[src/rtl/dvp_pixel_capture.sv]
// DVP camera capture: pairs bytes into RGB565 pixels and polices the frame geometry.
// Latency: pixel visible one cycle after its second byte is sampled; frame_done one cycle after vsync.
// Backpressure: none; every data_valid_out must be consumed.
module dvp_pixel_capture #(
    parameter int unsigned IMG_WIDTH  = 640,
    parameter int unsigned IMG_HEIGHT = 480,
    parameter logic        VSYNC_POL  = 1'b1,
    parameter logic        HI_FIRST   = 1'b1
) (
    input  logic        clk,
    input  logic        rst,
    input  logic        enable,
    input  logic        cam_vsync,
    input  logic        cam_href,
    input  logic [7:0]  cam_data,
    output logic [15:0] pixel_out,
    output logic        data_valid_out,
    output logic        frame_start,
    output logic        frame_done,
    output logic [9:0]  x_count,
    output logic [9:0]  y_count,
    output logic        line_len_err,
    output logic        frame_len_err
);

    localparam logic [9:0] W = 10'(IMG_WIDTH);
    localparam logic [9:0] H = 10'(IMG_HEIGHT);

    typedef enum logic [1:0] {IDLE, SYNC_WAIT, BLANK, CAPTURE} state_t;

    state_t      state_q;
    state_t      state_d;
    logic        frame_begin;
    logic        frame_end;
    logic        vs_act;
    logic        byte_in;
    logic        line_end;
    logic        href_q;
    logic        phase;
    logic [7:0]  first_byte;
    logic [9:0]  col;
    logic [9:0]  row;
    logic [9:0]  row_nxt;
    logic [15:0] pix;

    assign vs_act   = (cam_vsync == VSYNC_POL);
    assign byte_in  = (state_q == CAPTURE) && cam_href && !vs_act;
    // A line closes when href drops, or when vsync cuts it off while still open.
    assign line_end = href_q && !byte_in;
    assign row_nxt  = (line_end && (row < H)) ? row + 10'd1 : row;
    assign pix      = HI_FIRST ? {first_byte, cam_data} : {cam_data, first_byte};

    always_ff @(posedge clk) begin
        if (rst) begin
            state_q <= IDLE;
        end else begin
            state_q <= state_d;
        end
    end

    always_comb begin
        state_d     = state_q;
        frame_begin = 1'b0;
        frame_end   = 1'b0;
        case (state_q)
            IDLE: begin
                if (enable) begin
                    state_d = SYNC_WAIT;
                end
            end
            SYNC_WAIT: begin
                if (vs_act) begin
                    state_d = BLANK;
                end
            end
            BLANK: begin
                if (!vs_act) begin
                    if (enable) begin
                        state_d     = CAPTURE;
                        frame_begin = 1'b1;
                    end else begin
                        state_d = IDLE;
                    end
                end
            end
            CAPTURE: begin
                if (vs_act) begin
                    state_d   = BLANK;
                    frame_end = 1'b1;
                end
            end
            default: state_d = IDLE;
        endcase
    end

    always_ff @(posedge clk) begin
        if (rst) begin
            pixel_out      <= 16'd0;
            data_valid_out <= 1'b0;
            frame_start    <= 1'b0;
            frame_done     <= 1'b0;
            x_count        <= 10'd0;
            y_count        <= 10'd0;
            line_len_err   <= 1'b0;
            frame_len_err  <= 1'b0;
            href_q         <= 1'b0;
            phase          <= 1'b0;
            first_byte     <= 8'd0;
            col            <= 10'd0;
            row            <= 10'd0;
        end else begin
            data_valid_out <= 1'b0;
            frame_start    <= 1'b0;
            frame_done     <= 1'b0;
            href_q         <= byte_in;

            if (frame_begin) begin
                line_len_err  <= 1'b0;
                frame_len_err <= 1'b0;
                col           <= 10'd0;
                row           <= 10'd0;
                phase         <= 1'b0;
            end

            if (byte_in) begin
                if (!phase) begin
                    first_byte <= cam_data;
                    phase      <= 1'b1;
                end else begin
                    phase <= 1'b0;
                    if ((row < H) && (col < W)) begin
                        pixel_out      <= pix;
                        x_count        <= col;
                        y_count        <= row;
                        data_valid_out <= 1'b1;
                        frame_start    <= (col == 10'd0) && (row == 10'd0);
                    end else if (row >= H) begin
                        frame_len_err <= 1'b1;
                    end else begin
                        line_len_err <= 1'b1;
                    end
                    // Column keeps counting on dropped rows so a full-width extra line is not a line error.
                    if (col < W) begin
                        col <= col + 10'd1;
                    end
                end
            end

            if (line_end) begin
                if (phase || (col != W)) begin
                    line_len_err <= 1'b1;
                end
                row   <= row_nxt;
                col   <= 10'd0;
                phase <= 1'b0;
            end

            if (frame_end) begin
                frame_done <= 1'b1;
                if (row_nxt != H) begin
                    frame_len_err <= 1'b1;
                end
            end
        end
    end

endmodule
[config.mk]
export PLATFORM = sky130hd
export DESIGN_NAME = dvp_pixel_capture
export DESIGN_NICKNAME = d
export VERILOG_FILES = /design/src/rtl/dvp_pixel_capture.sv
export SDC_FILE = /design/constraint.sdc
export NUM_CORES = 1
export LEC_CHECK = 0
export BUFFER_PORTS_ARGS = -buffer_cell sky130_fd_sc_hd__buf_2
export CORE_ASPECT_RATIO = 0.9
export CORE_MARGIN = 4
export CORE_UTILIZATION = 50
export DETAILED_ROUTE_END_ITERATION = 16
export HOLD_SLACK_MARGIN = 0.08
export PLACE_DENSITY = 0.85
export SYNTH_ARGS = -nofsm -noshare
export SYNTH_HDL_FRONTEND = slang
export SYNTH_SLANG_ARGS = --single-unit
[constraint.sdc]
create_clock -name clk -period 4.7 [get_ports clk]
set_input_delay 0.94 -clock clk [delete_from_list [all_inputs] [get_ports clk]]
set_output_delay 0.94 -clock clk [all_outputs]
set_load 0.01 [all_outputs]
# == Yosys cells after proc, flatten, opt, wreduce, memory -nomap -nowiden ==
# Index checks and enable logic that the tools add are counted.
# classes
magnitude_cmp,3
bitwise,3
n_mux,36
n_reduce_logical,21
addsub,2
n_eq_ne,8
# op_table
operator,n
10-bit 2-to-1 mux,7
1-bit 2-to-1 mux,24
10-bit by 1-bit adder with 10-bit output (second input constant),2
10-bit zero test,2
10-bit by 9-bit >= comparator with 1-bit output (second input constant),1
10-bit less-than comparator (second input constant),1
10-bit by 9-bit less-than comparator with 1-bit output (second input constant),1
10-bit inequality test (second input constant),1
10-bit by 9-bit inequality test with 1-bit output (second input constant),1
2-bit 2-to-1 mux,4
1-bit logical AND,6
2-bit one-hot mux with 3 select lines,1
3-bit AND reduction,2
2-bit == test (second input constant),2
2-bit inequality test (second input constant),2
2-bit nonzero test,2
2-bit OR reduction,2
4-bit OR reduction,1
1-bit inverter,3
3-bit OR reduction,1
2-bit by 1-bit == test with 1-bit output (second input constant),1
1-bit zero test,2
2-bit zero test,1
2-bit by 1-bit inequality test with 1-bit output (second input constant),1
2 further kinds,2
# word_totals
word_cells,87
out_inout_bits,41
reg_bits,73

# == Longest topological paths before layout ==
# Gate-level depths: netlist of the first run.
# logic_depth
depth_word,10
ltp_mapped,8
mapped_depth_nobuf,7

# == Least setup slack after synthesis of the first run ==
# Ideal clock, no wire load.
# synth_timing
path_kind,input port to flip-flop
startpoint,input cam_vsync
endpoint,register frame_len_err
arrival_ns,2.394
stages,6
n_path_buf,0
slack_ns,2.181
setup_ns,0.125
path_cell_list,and4b_4 -> nor3_1 -> a21oi_1 -> or4_1 -> or4_1 -> o2bb2ai_1
# synth_between
elab_chain_cells,9
# synth_rtl
element,line_no,source
from (decl),13,"input logic cam_vsync,"
1-bit 2-to-1 mux or 1-bit zero test (tied branches),--,
1-bit 2-to-1 mux or 1-bit logical AND (tied branches),"65, 47",
1-bit 2-to-1 mux or 1-bit zero test (tied branches),"117, 49",
1-bit 2-to-1 mux or 1-bit logical AND (tied branches),"137, 49",
1-bit 2-to-1 mux or 1-bit logical AND (tied branches),"131, 50",
1-bit 2-to-1 mux or 10-bit 2-to-1 mux (tied branches),"126, 50",
1-bit 2-to-1 mux or 10-bit by 9-bit inequality test with 1-bit output (tied branches),"125, 160",
1-bit 2-to-1 mux,160,if (row_nxt != H) begin
1-bit 2-to-1 mux (*),158,if (frame_end) begin
to (signal assigned),119,frame_len_err <= 1'b0;
to (signal assigned),138,frame_len_err <= 1'b1;
to (signal assigned),161,frame_len_err <= 1'b1;
to (decl),23,output logic frame_len_err
# Every way passes the cells marked *; elsewhere a longest branch is shown, timed or not.
# A chain may end at the register's enable or synchronous reset.

# == Final worst setup path of the first run ==
# layout_timing
startpoint,input cam_vsync
endpoint,register pixel_out[1]
# layout_between
elab_chain_cells,3
# layout_rtl
element,line_no,source
1-bit zero test,--,
1-bit logical AND,47,assign byte_in = (state_q == CAPTURE) && cam_href && !vs_act;
3-bit AND reduction (no source line),--,
to (signal assigned),132,pixel_out <= pix;
to (decl),16,"output logic [15:0] pixel_out,"
# Every way passes these cells.

==> results of run 1 <==
## registers in the layout, indices dropped and copies added, names as in the netlist, 2 cells and up
signal,cells
row,10
pixel_out,16
x_count,10
col,10
y_count,10
state_q,2
first_byte,8
## cells by family after synthesis
family / after synthesis / share of synthesized area (%)
XOR/XNOR: 2 / 0.569
adder cells (fa/ha/maj): 4 / 1.62
AO/OA/AOI/OAI: 92 / 17.0
multiplexers: 1 / 0.325
AND/OR/NAND/NOR: 189 / 28.7
buffers and inverters: 29 / 4.35
flip-flops: 73 / 47.4
## cell type report
cell class | instances | area [um^2]
multi-input cells | 288 | 1490
inverters | 8 | 30.0
clock buffers | 10 | 138
repair buffers | 55 | 280
fillers | 516 | 2250
well taps | 70 | 87.6
clock inverters | 6 | 90.1
flip-flops and latches | 73 | 1460
## power groups by stage
| stage | clock (mW) | sequential, mW | combinational, mW |
|---|---|---|---|
| finish | 0.556 | 0.623 | 0.0252 |
| global route | 0.587 | 0.623 | 0.0285 |
| CTS | 0.565 | 0.623 | 0.0251 |
| detailed placement | 0 | 0.637 | 0.0249 |
| global placement | 0 | 0.637 | 0.0245 |
| floorplan | 0 | 0.637 | 0.0147 |
## metal layers
layer | share of wire, % | wire length, um | vias to the layer above | GRT usage [%]
met5 | 0 | 0 | - | 0
met4 | 2.1 | 158 | 0 | 8.10
met3 | 5.9 | 446 | 24 | 6.16
met2 | 49 | 3680 | 103 | 36.4
met1 | 43 | 3210 | 1363 | 25.4
li1 | - | - | 1443 | -
## per-stage QoR
step | util (%) | instances | hold slack [ns] | total power, mW | setup WS [ns]
4_1_cts | 61.3 | 510 | 0.455 | 1.21 | 1.98
5_1_grt | 61.3 | 510 | 0.480 | 1.24 | 1.79
2_1_floorplan | - | 390 | 0.432 | 0.651 | 2.18
6_report | 61.3 | 510 | 0.454 | 1.20 | 1.97
3_5_place_dp | 57.4 | 494 | 0.444 | 0.662 | 1.61
3_3_place_gp | 57.4 | 494 | 0.435 | 0.661 | 1.72
## final timing paths
path / end / depth (start not counted) / from
setup / recovery: pixel_out[1] / 6 / cam_vsync
hold reg to reg: pixel_out[13] / 2 / pixel_out[13]
hold / removal: pixel_out[13] / 2 / pixel_out[13]
setup reg to reg: frame_len_err / 6 / row[6]
## cells in the final DEF, fill, tap and decap left out, types with 2 or more instances in the layout
cell,n
inv_1,7
nand3_1,7
nand2b_1,2
nor4_1,3
o21ai_0,10
xor2_1,2
nor3b_1,3
nand3b_1,3
buf_2,53
or3_1,3
or4_1,3
nand2_1,104
a21oi_1,61
and3_1,5
o22ai_1,2
buf_4,2
bufinv_16,2
a31oi_1,3
a22oi_1,3
clkbuf_8,10
a211oi_1,3
nor3_1,18
nor2_1,26
dfxtp_1,73
a311oi_1,2
ha_1,4
nand4_1,3
## worst max-delay path: stages
cell	delay [ns]
buf_2	0.13
and4b_4	0.36
and3_1	0.36
nand2_1	0.75
nand2_1	0.29
a21oi_1	0.10
==> flow_summary_export.csv, run 1 <==
group,metric,value,unit
worst_setup_path,cp.arrival,2.94,ns
sta,hold_viol,0,
sta,finalCritPeriodShare,58.1,%
worst_setup_path,crit_required,4.91,ns
power,leakagePower,1.39,nW
power,power_frac_seq,51.7,%
synth,seq_area_frac_synth,47.4,%
place,dp_hpwl,5040,um
power,sw_frac_of_total,21.7,%
min_path,min_path_type,"reg -> reg",
clocking,clk_pin_slew,0.08,ns
final_layout,drive_gt1_share,17.7,%
synth,synth_nets,407,
worst_setup_path,end_kind,"flip-flop",
synth,synthCells,390,
clocking,cts_tree,"done",
worst_setup_path,start_kind,"input pin",
clocking,cts_num_sinks,73,
run,drv_cap,0,
final_layout,final_area,3570,um^2
sta,fin_crit,2.73,ns
sta,setup_viol,0,
routing,vias_per_cell,5.75,
global_routing,grt.total_usage,21.1,%
synth,synth_top_area_cell,"dfxtp_1",
sta,fin_setup_tns,0,ns
place,postPlaceCellArea,3340,um^2
routing,drt_iter0_markers,237,
floorplan,num_io_pins,54,
sta,drv_slew,0,
power,internal-power,0.943,mW
power,clkPwrFrac,46.2,%
synth,synthTopCellsByCount,"104 x nand2_1, 73 x dfxtp_1, 61 x a21oi_1, 26 x nor2_1, 18 x nor3_1",
sta,worst-slew-pin-transition,1.16,ns
power,power_switching,0.261,mW
routing,vias,2933,
synth,synthTopCellsByArea,"dfxtp_1 47%, nand2_1 13%, a21oi_1 9.9%, nor2_1 3.2%, nor3_1 2.9%",
global_routing,grt_pass1_wl,12700,um
clocking,cts_repair_resize_count,0,
sta,rsz0062_at_grt,"false",
synth,yosys_warnings,0,
worst_setup_path,r2r_setup_slack,2.21,ns
place,io_buffers,53,
clocking,hold_buffers,0,
synth,yosysTopAreaCellShare,47.4,%
synth,syn_avg_cell_area,7.90,um^2
final_layout,diodes,0,
sta,clock_skew,0.00599,ns
clocking,ctsLongestPathBuffers,2,
floorplan,dieHeight,82.5,um
synth,syn_area,3080,um^2
place,gp_congestion,0.922,
floorplan,die-area,7480,um^2
final_layout,finalNetCount,452,
floorplan,rows,26,
final_layout,area_growth,16.0,%
global_routing,antenna_found_initial,0,
global_routing,globalRouteOverflowTotal,0,
power,power_frac_comb,2.1,%
worst_setup_path,path_max_fanout,36,
sta,max-slew-margin-rel,22.4,%
power,ir_drop,0.196,mV
power,power_density,337,nW/um^2
synth,synth_most_common_cell,"nand2_1",
routing,wirelength,7500,um
run_status,outcome,"finished, final reports clean",
synth,async_reset_ff_share,0,%
worst_setup_path,crit_type,"in -> reg",
sta,max_freq,367,MHz
synth,yosys_register_bits,73,
clocking,cts-buffers-inserted,9,
routing,firstDrtPassIters,5,
clocking,clockRootBuffer,"clkbuf_8",
routing,drc_errors,0,
global_routing,grt_max_degree,41,
routing,wl_per_cell,14.7,um
synth,synth_ff_type,"dfxtp_1",
floorplan,start_util,52.9,%
floorplan,dieWidth,90.7,um
clocking,insertion_delay,0.36,ns
clocking,cts-htree-levels,3,
routing,postRouteAntennaNets,0,
global_routing,first_global_vias,2845,
synth,synth_cell_types,47,
floorplan,coreArea,5820,um^2
synth,synth_edf_count,0,
clocking,post_cts.repair.setup_buffers,0,
Power figures use the tool's default switching activity.
==> run 2, diff against run 1 <==
- PLACE_DENSITY: 0.85 -> 0.87
- clock period: 4.7 -> 2.3 ns (I/O delays scaled with it)
==> run 2 against run 1 <==
Net effect:
- die area stayed put
- design area is 4.1% higher
- final cell count is 3.7% higher
- critical path type is now reg -> reg
- largest power group unchanged
==> flow_summary_export.csv, run 2 (same netlist as run 1, synthesis figures left out) <==
group,metric,value,unit
routing,firstDrtPassIters,8,
worst_setup_path,path_max_fanout,5,
floorplan,die-area,7480,um^2
worst_setup_path,r2r_setup_slack,0.10,ns
routing,postRouteAntennaNets,0,
sta,setup_viol,0,
final_layout,largest_reg_flops,16,
place,postPlaceCellArea,3500,um^2
final_layout,diodes,0,
worst_setup_path,crit_type,"reg -> reg",
power,power_density,632,nW/um^2
floorplan,dieWidth,90.7,um
clocking,cts-htree-levels,3,
global_routing,grt_pass1_wl,12800,um
clocking,insertion_delay,0.34,ns
floorplan,start_util,52.9,%
routing,vias_per_cell,5.61,
power,ir_drop,0.555,mV
clocking,cts-buffers-inserted,9,
final_layout,multi_input_area,1490,um^2
final_layout,area_growth,20.7,%
global_routing,grt.total_usage,21.2,%
run_status,outcome,"finished, final reports clean",
floorplan,dieHeight,82.5,um
floorplan,rows,26,
sta,hold-worst-slack,0.356,ns
final_layout,mostFrequentLayoutCells,"104 x nand2_1, 69 x dfxtp_1, 61 x a21oi_1, 53 x buf_2, 26 x nor2_1",
place,dp_hpwl,5340,um
final_layout,final_area,3720,um^2
clocking,clk_pin_slew,0.07,ns
clocking,cts_num_sinks,73,
floorplan,num_io_pins,54,
power,leakagePower,1.47,nW
clocking,cts_repair_resize_count,0,
sta,finalCritPeriodShare,95.5,%
sta,worst-slew-pin-transition,0.585,ns
global_routing,first_global_vias,2821,
sta,drv_slew,0,
routing,wirelength,7450,um
global_routing,antenna_found_initial,0,
final_layout,finalNetCount,471,
clocking,post_cts.repair.setup_buffers,0,
sta,hold_viol,0,
sta,clock_skew,0.00386,ns
run,drv_cap,0,
worst_setup_path,crit_required,2.53,ns
clocking,cts_tree,"done",
power,fin_total_pwr,2.35,mW
routing,vias,2969,
routing,drc_errors,0,
floorplan,coreArea,5820,um^2
sta,max_freq,455,MHz
sta,rsz0062_at_grt,"false",
routing,wl_per_cell,14.1,um
sta,fin_setup_tns,0,ns
sta,max-slew-margin-rel,60.7,%
clocking,hold_buffers,0,
worst_setup_path,start_kind,"flip-flop",
routing,drt_iter0_markers,232,
clocking,clockRootBuffer,"clkbuf_8",
worst_setup_path,end_kind,"flip-flop",
final_layout,seq_area,1470,um^2
sta,fin_crit,2.20,ns
final_layout,drive_gt1_share,22.2,%
final_layout,final_common_cell,"nand2_1",
global_routing,grt_max_degree,37,
worst_setup_path,cp.arrival,2.43,ns
min_path,min_path_type,"in -> reg",
clocking,ctsLongestPathBuffers,2,
place,gp_congestion,0.897,
global_routing,globalRouteOverflowTotal,0,
final_layout,fillers,510,
place,io_buffers,53,
final_layout,top_register,"pixel_out",
run 2: final cells by class:
| cell class | count | area share [%] |
|---|---|---|
| multi-input combinational | 288 | 40.1 |
| sequential | 73 | 39.4 |
| timing repair buffer | 74 | 11.7 |
| clock buffer | 12 | 4.17 |
| tap | 70 | 2.36 |
| clock inverter | 4 | 1.38 |
| inverter | 8 | 0.808 |
run 2: worst paths after layout:
kind                start       endpoint  cells past startpoint
min           cam_data[7]   pixel_out[7]                      3
min reg2reg  pixel_out[7]   pixel_out[7]                      2
max                row[0]  frame_len_err                      7
max reg2reg        row[0]  frame_len_err                      7
run 2: through the flow:
stage	instances	setup slack (ns)	utilization, %
2_1_floorplan	390	0.114	-
3_3_place_gp	513	0.0892	60.1
3_5_place_dp	513	0.0172	60.1
4_1_cts	529	0.0478	63.6
5_1_grt	529	0.0148	63.9
6_report	529	0.104	63.9
run 2: critical path, stage by stage, from the launching register on:
cell and delay [ns]:
dfxtp_2 0.36, ha_2 0.20, nand2_1 0.10, nor3_1 0.24, a21oi_1 0.11, or4_1 0.40, or4_1 0.54, o2bb2ai_1 0.13
run 2: power breakdown:
part	internal, mW	total (mW)	switching [mW]
Clock	0.561	1.02	0.462
Combinational	0.0198	0.0557	0.0360
Sequential	1.27	1.27	0.00613
Total	1.85	2.35	0.504
run 2: metal layers:
metal | vias to the layer above | global-route usage [%] | part of all wire, %
li1 | 1475 | - | -
met1 | 1381 | 26.1 | 43
met2 | 100 | 36.0 | 49
met3 | 13 | 5.98 | 6.5
met4 | 0 | 7.95 | 1.2
met5 | - | 0 | 0
